[src/rtl/iter_mul_unit_if.sv]
// Multiply handshake between the EX stage (master) and the iterative multiplier (slave).
interface iter_mul_unit_if #(
  parameter int WIDTH = 32
);
  logic                 mult_start_i;
  logic                 mult_signed_i;
  logic [WIDTH-1:0]     mult_opd1_i;
  logic [WIDTH-1:0]     mult_opd2_i;
  logic                 mult_ack_i;
  logic                 mult_flush_i;
  logic [2*WIDTH-1:0]   product_o;
  logic                 mult_end_o;
  logic                 mult_busy_o;

  modport master (
    output mult_start_i, mult_signed_i, mult_opd1_i, mult_opd2_i, mult_ack_i, mult_flush_i,
    input  product_o, mult_end_o, mult_busy_o
  );

  modport slave (
    input  mult_start_i, mult_signed_i, mult_opd1_i, mult_opd2_i, mult_ack_i, mult_flush_i,
    output product_o, mult_end_o, mult_busy_o
  );
endinterface

[src/rtl/iter_mul_unit.sv]
// Radix-2 shift-add multiplier: WIDTH add/shift iterations plus one sign-fixup cycle,
// result held in DONE until EX acknowledges it.
module iter_mul_unit #(
  parameter int WIDTH = 32
) (
  input  logic          clk_i,
  input  logic          rst_n_i,
  iter_mul_unit_if.slave bus
);

  localparam int CNT_W = $clog2(WIDTH + 1);
  localparam logic [CNT_W-1:0] LAST_CNT = CNT_W'(WIDTH);

  typedef enum logic [1:0] {IDLE, BUSY, DONE} state_t;

  state_t               state_q, state_d;
  logic [CNT_W-1:0]     cnt_q, cnt_d;
  logic [2*WIDTH:0]     acc_q, acc_d;
  logic [WIDTH-1:0]     mag_a_q, mag_a_d;
  logic                 neg_q, neg_d;
  logic [2*WIDTH-1:0]   product_q, product_d;

  function automatic logic [WIDTH-1:0] mag_of(input logic [WIDTH-1:0] v, input logic sgn);
    return (sgn && v[WIDTH-1]) ? -v : v;
  endfunction

  // hi keeps its carry in acc[2W]; after the shift it lands in acc[2W-1]
  function automatic logic [2*WIDTH:0] shift_add(input logic [2*WIDTH:0] acc,
                                                 input logic [WIDTH-1:0] mag);
    logic [WIDTH:0] sum;
    sum = acc[2*WIDTH:WIDTH] + (acc[0] ? {1'b0, mag} : {(WIDTH+1){1'b0}});
    return {1'b0, sum, acc[WIDTH-1:1]};
  endfunction

  function automatic logic [2*WIDTH-1:0] apply_sign(input logic [2*WIDTH-1:0] p, input logic neg);
    return neg ? -p : p;
  endfunction

  always_comb begin
    state_d   = state_q;
    cnt_d     = cnt_q;
    acc_d     = acc_q;
    mag_a_d   = mag_a_q;
    neg_d     = neg_q;
    product_d = product_q;
    case (state_q)
      IDLE: begin
        if (bus.mult_start_i && !bus.mult_flush_i) begin
          mag_a_d = mag_of(bus.mult_opd1_i, bus.mult_signed_i);
          acc_d   = {1'b0, {WIDTH{1'b0}}, mag_of(bus.mult_opd2_i, bus.mult_signed_i)};
          neg_d   = bus.mult_signed_i & (bus.mult_opd1_i[WIDTH-1] ^ bus.mult_opd2_i[WIDTH-1]);
          cnt_d   = '0;
          state_d = BUSY;
        end
      end
      BUSY: begin
        if (cnt_q == LAST_CNT) begin
          product_d = apply_sign(acc_q[2*WIDTH-1:0], neg_q);
          state_d   = DONE;
        end else begin
          acc_d = shift_add(acc_q, mag_a_q);
          cnt_d = cnt_q + CNT_W'(1);
        end
      end
      DONE: begin
        if (bus.mult_ack_i) state_d = IDLE;
      end
      default: state_d = IDLE;
    endcase
    // Flush wins over everything but leaves the last product visible
    if (bus.mult_flush_i) begin
      state_d   = IDLE;
      product_d = product_q;
    end
  end

  always_ff @(posedge clk_i or negedge rst_n_i) begin
    if (!rst_n_i) begin
      state_q   <= IDLE;
      cnt_q     <= '0;
      acc_q     <= '0;
      mag_a_q   <= '0;
      neg_q     <= 1'b0;
      product_q <= '0;
    end else begin
      state_q   <= state_d;
      cnt_q     <= cnt_d;
      acc_q     <= acc_d;
      mag_a_q   <= mag_a_d;
      neg_q     <= neg_d;
      product_q <= product_d;
    end
  end

  assign bus.product_o   = product_q;
  assign bus.mult_end_o  = (state_q == DONE);
  assign bus.mult_busy_o = (state_q == BUSY);

endmodule

[src/flat_wrapper.sv]
// flat-port wrapper written by rule: the top's interface ports become plain ports
module iter_mul_unit_flat 
#(
  parameter int WIDTH = 32
)
  (clk_i, rst_n_i, bus_mult_start_i, bus_mult_signed_i, bus_mult_opd1_i, bus_mult_opd2_i, bus_mult_ack_i, bus_mult_flush_i, bus_product_o, bus_mult_end_o, bus_mult_busy_o);
  iter_mul_unit_if #(.WIDTH(WIDTH)) bus_i ();
  input  logic clk_i;
  input  logic rst_n_i;
  input wire logic [$bits(bus_i.mult_start_i)-1:0] bus_mult_start_i;
  input wire logic [$bits(bus_i.mult_signed_i)-1:0] bus_mult_signed_i;
  input wire logic [$bits(bus_i.mult_opd1_i)-1:0] bus_mult_opd1_i;
  input wire logic [$bits(bus_i.mult_opd2_i)-1:0] bus_mult_opd2_i;
  input wire logic [$bits(bus_i.mult_ack_i)-1:0] bus_mult_ack_i;
  input wire logic [$bits(bus_i.mult_flush_i)-1:0] bus_mult_flush_i;
  output wire logic [$bits(bus_i.product_o)-1:0] bus_product_o;
  output wire logic [$bits(bus_i.mult_end_o)-1:0] bus_mult_end_o;
  output wire logic [$bits(bus_i.mult_busy_o)-1:0] bus_mult_busy_o;
  assign bus_i.mult_start_i = bus_mult_start_i;
  assign bus_i.mult_signed_i = bus_mult_signed_i;
  assign bus_i.mult_opd1_i = bus_mult_opd1_i;
  assign bus_i.mult_opd2_i = bus_mult_opd2_i;
  assign bus_i.mult_ack_i = bus_mult_ack_i;
  assign bus_i.mult_flush_i = bus_mult_flush_i;
  assign bus_product_o = bus_i.product_o;
  assign bus_mult_end_o = bus_i.mult_end_o;
  assign bus_mult_busy_o = bus_i.mult_busy_o;
  iter_mul_unit #(.WIDTH(WIDTH)) u_core (.clk_i(clk_i), .rst_n_i(rst_n_i), .bus(bus_i));
endmodule
[config.mk]
export PLATFORM = sky130hd
export DESIGN_NAME = iter_mul_unit_flat
export DESIGN_NICKNAME = d
export VERILOG_FILES = /design/src/rtl/iter_mul_unit_if.sv /design/src/rtl/iter_mul_unit.sv /design/src/flat_wrapper.sv
export SDC_FILE = /design/constraint.sdc
export NUM_CORES = 1
export LEC_CHECK = 0
export ABC_CLOCK_PERIOD_IN_PS = 3440
export CORE_ASPECT_RATIO = 1.1
export CORE_UTILIZATION = 50
export CTS_CLUSTER_DIAMETER = 60
export DETAILED_ROUTE_END_ITERATION = 10
export MAX_ROUTING_LAYER = met4
export PLACE_DENSITY = 0.73
export SLEW_MARGIN = 10
export SYNTH_ARGS = -nofsm -noshare
export SYNTH_HDL_FRONTEND = slang
export SYNTH_SLANG_ARGS = --single-unit
[constraint.sdc]
create_clock -name clk_i -period 3.44 [get_ports clk_i]
set_input_delay 0.516 -clock clk_i [delete_from_list [all_inputs] [get_ports clk_i]]
set_output_delay 0.516 -clock clk_i [all_outputs]
set_load 0.01 [all_outputs]
==> summary.md <==
| Metric | Value |
|---|---|
| Mean post-synth cell area | 8.43 um^2 |
| Cell type group with the largest total delay on the critical path | compound AO/OA/AOI/OAI gates |
| Class of the most critical setup path | reg2reg |
| TritonCTS clock tree | done |
| All-layer global routing usage | 0.262 |
| Cell accounting for the most synthesized area | sky130_fd_sc_hd__dfrtp_1 |
| Path class of the lowest-slack min-delay path | in2async |
| Clock-pin slew of the registers on the worst-case setup and hold paths | 70 ps |
| Number of synthesized flops with an enable pin | 0 |
| Share of synthesized area occupied by flip-flops and latches | 0.390 |
| Largest net degree at the start of global routing | 96 |
| Worst EP required | 3800 ps |
| Number of global-route vias before repair | 9064 |
| Critical Path Fanout Max | 26 |
| Via-per-instance ratio | 5.64 |
| Sink count of the clock tree | 169 |
| Worst Clk Skew | 13.3 ps |
| Kind of capture point of the worst setup path | flop |
| Areal power density over the cells | 668 nW/um^2 |
| Crit path buffers/inverters | 1 |
| Capture point of the worst reg-to-reg path | u_core.acc_q[59] |
| Root buffer selected by CTS | sky130_fd_sc_hd__clkbuf_16 |
| Worst rel slew slack | 0.225 |
| Core footprint | 21300 um^2 |
| Fraction of layout instances using a drive strength above 1 | 0.0629 |
| Actual transition at the worst max-transition pin | 1160 ps |
| Horiz. Die Dim | 142 um |
| Failing checks | negative hold slack |
| Vias post-DR | 9615 |
| Synthesis warning total | 0 |
| Count of antenna diodes in the layout | 0 |
| Worst vdd rail ir drop | 0.000385 V |
| Part of the power in the clock network | 0.229 |
| Cts bufs inserted | 17 |
| Critical-path top delay cell | sky130_fd_sc_hd__dfrtp_2 |
| Starting utilization of the core area | 0.510 |
| Site Rows | 56 |
| Floorplan die area | 22300 um^2 |
| H-tree depth | 4 |
| Count of antenna-violating nets left after detailed routing | 0 |
| Cell count of the worst reg-to-reg path | 12 |
| Post-route setup TNS | 0 ps |
| Setup violation total in the final timing report | 0 |
| Synth top area share | 0.390 |
| Cell chain of the critical path | and2_1 -> ha_1 -> inv_1 -> fa_1 -> nor2b_1 -> o2111ai_1 -> a31oi_1 -> o2111ai_1 -> nand3_1 -> a31oi_1 -> xor2_1 -> o21ai_0 |
| RSZ-0062 raised after global routing | false |
| Area Overhead vs Synth | 21.7% |
| Most used standard cells in the synthesized netlist | 197 x sky130_fd_sc_hd__o21ai_0, 184 x sky130_fd_sc_hd__nand2_1, 169 x sky130_fd_sc_hd__dfrtp_1 |
| Synth area leaders | sky130_fd_sc_hd__dfrtp_1 39%, sky130_fd_sc_hd__xor2_1 9.2%, sky130_fd_sc_hd__o21ai_0 9.1%, sky130_fd_sc_hd__nand2_1 6.4%, sky130_fd_sc_hd__ha_1 4.3% |
| HPWL reported at the end of detailed placement | 20100 um |
| Run status | complete, but fails checks |
| Total nets after synthesis | 1396 |
| First-pass DRT Iterations | 5 |
| DRC | 0 |
| Aggregate global routing overflow | 0 |
| Wirelength, routed | 27400 um |
| Top FF cell, synth | sky130_fd_sc_hd__dfrtp_1 |
| Antenna violations before repair | 0 |
| Wire length per cell after detailed routing | 16.1 um |
| Buffers on Ports | 135 |
| Io pins | 136 |
| Crit Reg-Reg Startpoint | u_core.acc_q[0] |
| Delay contributed by the slowest stage of the critical path | 580 ps |
| Hold bufs inserted after CTS | 0 |
| Cell with the most instances after synthesis | sky130_fd_sc_hd__o21ai_0 |
| Proportion of register bits with asynchronous set or reset after synthesis | 1.00 |
| Post-Route Hold Slack | -10.4 ps |
| Post-Synthesis Cells | 1288 |
| Sequential fraction of design power | 0.373 |
| Cell area after technology mapping | 10900 um^2 |
| Min Clock Period, post-route | 3110 ps |
| Startpoint types | flop |
| Die Ht | 157 um |
| Total of flip-flops plus latches after synthesis | 169 |
| Number of hold violations in the final report | 10 |
| Number of max-slew violations in the final report | 0 |
| Total Nets Final | 1511 |
| Max-cap violations | 0 |
| Cell variety after synth | 59 |
| Critical path data arrival time | 3470 ps |
| Final critical-path share of the clock period | 0.905 |
| Final GP Congestion | 0.925 |
| Switching Fraction | 0.397 |
| Static power due to leakage | 0.00548 uW |
| Internal power | 5320 uW |
| Setup slack of the worst register-to-register path | 330 ps |
| Logic gate share of total power | 0.398 |
| Initial DRC count | 570 |
| Peak Freq | 0.321 GHz |
| Clk buf depth | 2 |
| Clock latency reported for the late side of the worst-skew pair | 440 ps |
| Wire length of the first global-routing pass | 45000 um |
| Net switching component of the power | 3500 uW |
## kinds of logic after synthesis
family,after synthesis,synth area share
and+or+nand+nor,438,0.196
AOI/OAI and AO/OA,397,0.214
DFF,169,0.390
xor gates and xnor gates,151,0.122
buffers and inverters,94,0.0325
adders and majority gates,38,0.0445
muxes,1,0.000922
## per-stage QoR
stage                     std cells   util  worst slack [ps]  power [uW]  area (um^2)
after floorplan                1288      -               497        5560        10900
after global placement         1674  0.591               124        6720        12600
after detailed placement       1674  0.591              60.2        6800        12600
after CTS                      1705  0.620               162        8830        13200
after global routing           1705  0.620              40.8        9470        13200
final                          1705  0.620               325        8820        13200
## layer usage
layer,GRT usage,part of all wire
met4,0.0753,0.022
met2,0.427,0.48
met3,0.0422,0.049
met5,-,0
met1,0.337,0.45
## state kept, by name, indices dropped and copies added, names as in the netlist
register	count
u_core.cnt_q	6
u_core.mag_a_q	32
u_core.acc_q	64
u_core.neg_q	1
u_core.bus.product_o	64
u_core.state_q	2
## what timing repair did
action | in CTS | in global routing
endpoints found under the setup margin | 0 | 10
buffers inserted | 0 | 0
hold endpoints to repair | 0 | 0
gates resized for setup | 0 | 1
## how the worst max path moves through the flow
stage | startpoint | endpoint | slack [ps] | cells past startpoint
2_1_floorplan | u_core.acc_q[0] | u_core.acc_q[62] | 500 | 13
3_3_place_gp | bus_mult_opd1_i[4] | u_core.mag_a_q[23] | 120 | 8
3_5_place_dp | bus_mult_opd1_i[4] | u_core.mag_a_q[23] | 60 | 8
4_1_cts | u_core.acc_q[0] | u_core.acc_q[59] | 160 | 12
5_1_grt | u_core.acc_q[0] | u_core.acc_q[58] | 40 | 12
6_report | u_core.acc_q[0] | u_core.acc_q[59] | 330 | 12
## power by group through the flow
stage / combinational, uW / sequential, uW / clock [uW]
final: 3510 / 3290 / 2020
after global routing: 3960 / 3380 / 2140
after CTS: 3510 / 3280 / 2050
after detailed placement: 3490 / 3310 / 0
after global placement: 3440 / 3290 / 0
after floorplan: 2470 / 3090 / 0
## area by class of cell
cell class / count / area (um^2)
inverter: 21 / 78.8
clock inverter: 12 / 166
multi-input combinational: 1025 / 6290
tap: 290 / 363
clock buffer: 19 / 453
timing repair buffer: 169 / 1620
fill: 1924 / 8100
sequential: 169 / 4230
## placed cells by master (no fill, tap or decap), types with 11 or more instances in the layout
master / n
sky130_fd_sc_hd__inv_1: 20
sky130_fd_sc_hd__dfrtp_1: 167
sky130_fd_sc_hd__and2_1: 39
sky130_fd_sc_hd__a31oi_1: 11
sky130_fd_sc_hd__clkbuf_16: 17
sky130_fd_sc_hd__o21ai_0: 197
sky130_fd_sc_hd__o22ai_1: 12
sky130_fd_sc_hd__o31ai_1: 33
sky130_fd_sc_hd__nor3_1: 13
sky130_fd_sc_hd__nand4_1: 13
sky130_fd_sc_hd__xor2_1: 114
sky130_fd_sc_hd__nand3_1: 32
sky130_fd_sc_hd__nand2_1: 183
sky130_fd_sc_hd__ha_1: 37
sky130_fd_sc_hd__or4_1: 12
sky130_fd_sc_hd__o41ai_1: 14
sky130_fd_sc_hd__xnor2_1: 37
sky130_fd_sc_hd__nor2_1: 74
sky130_fd_sc_hd__clkdlybuf4s50_1: 134
sky130_fd_sc_hd__or3_1: 21
sky130_fd_sc_hd__buf_4: 33
sky130_fd_sc_hd__a21oi_1: 79
Note: power is estimated with default switching activity, not from simulation.
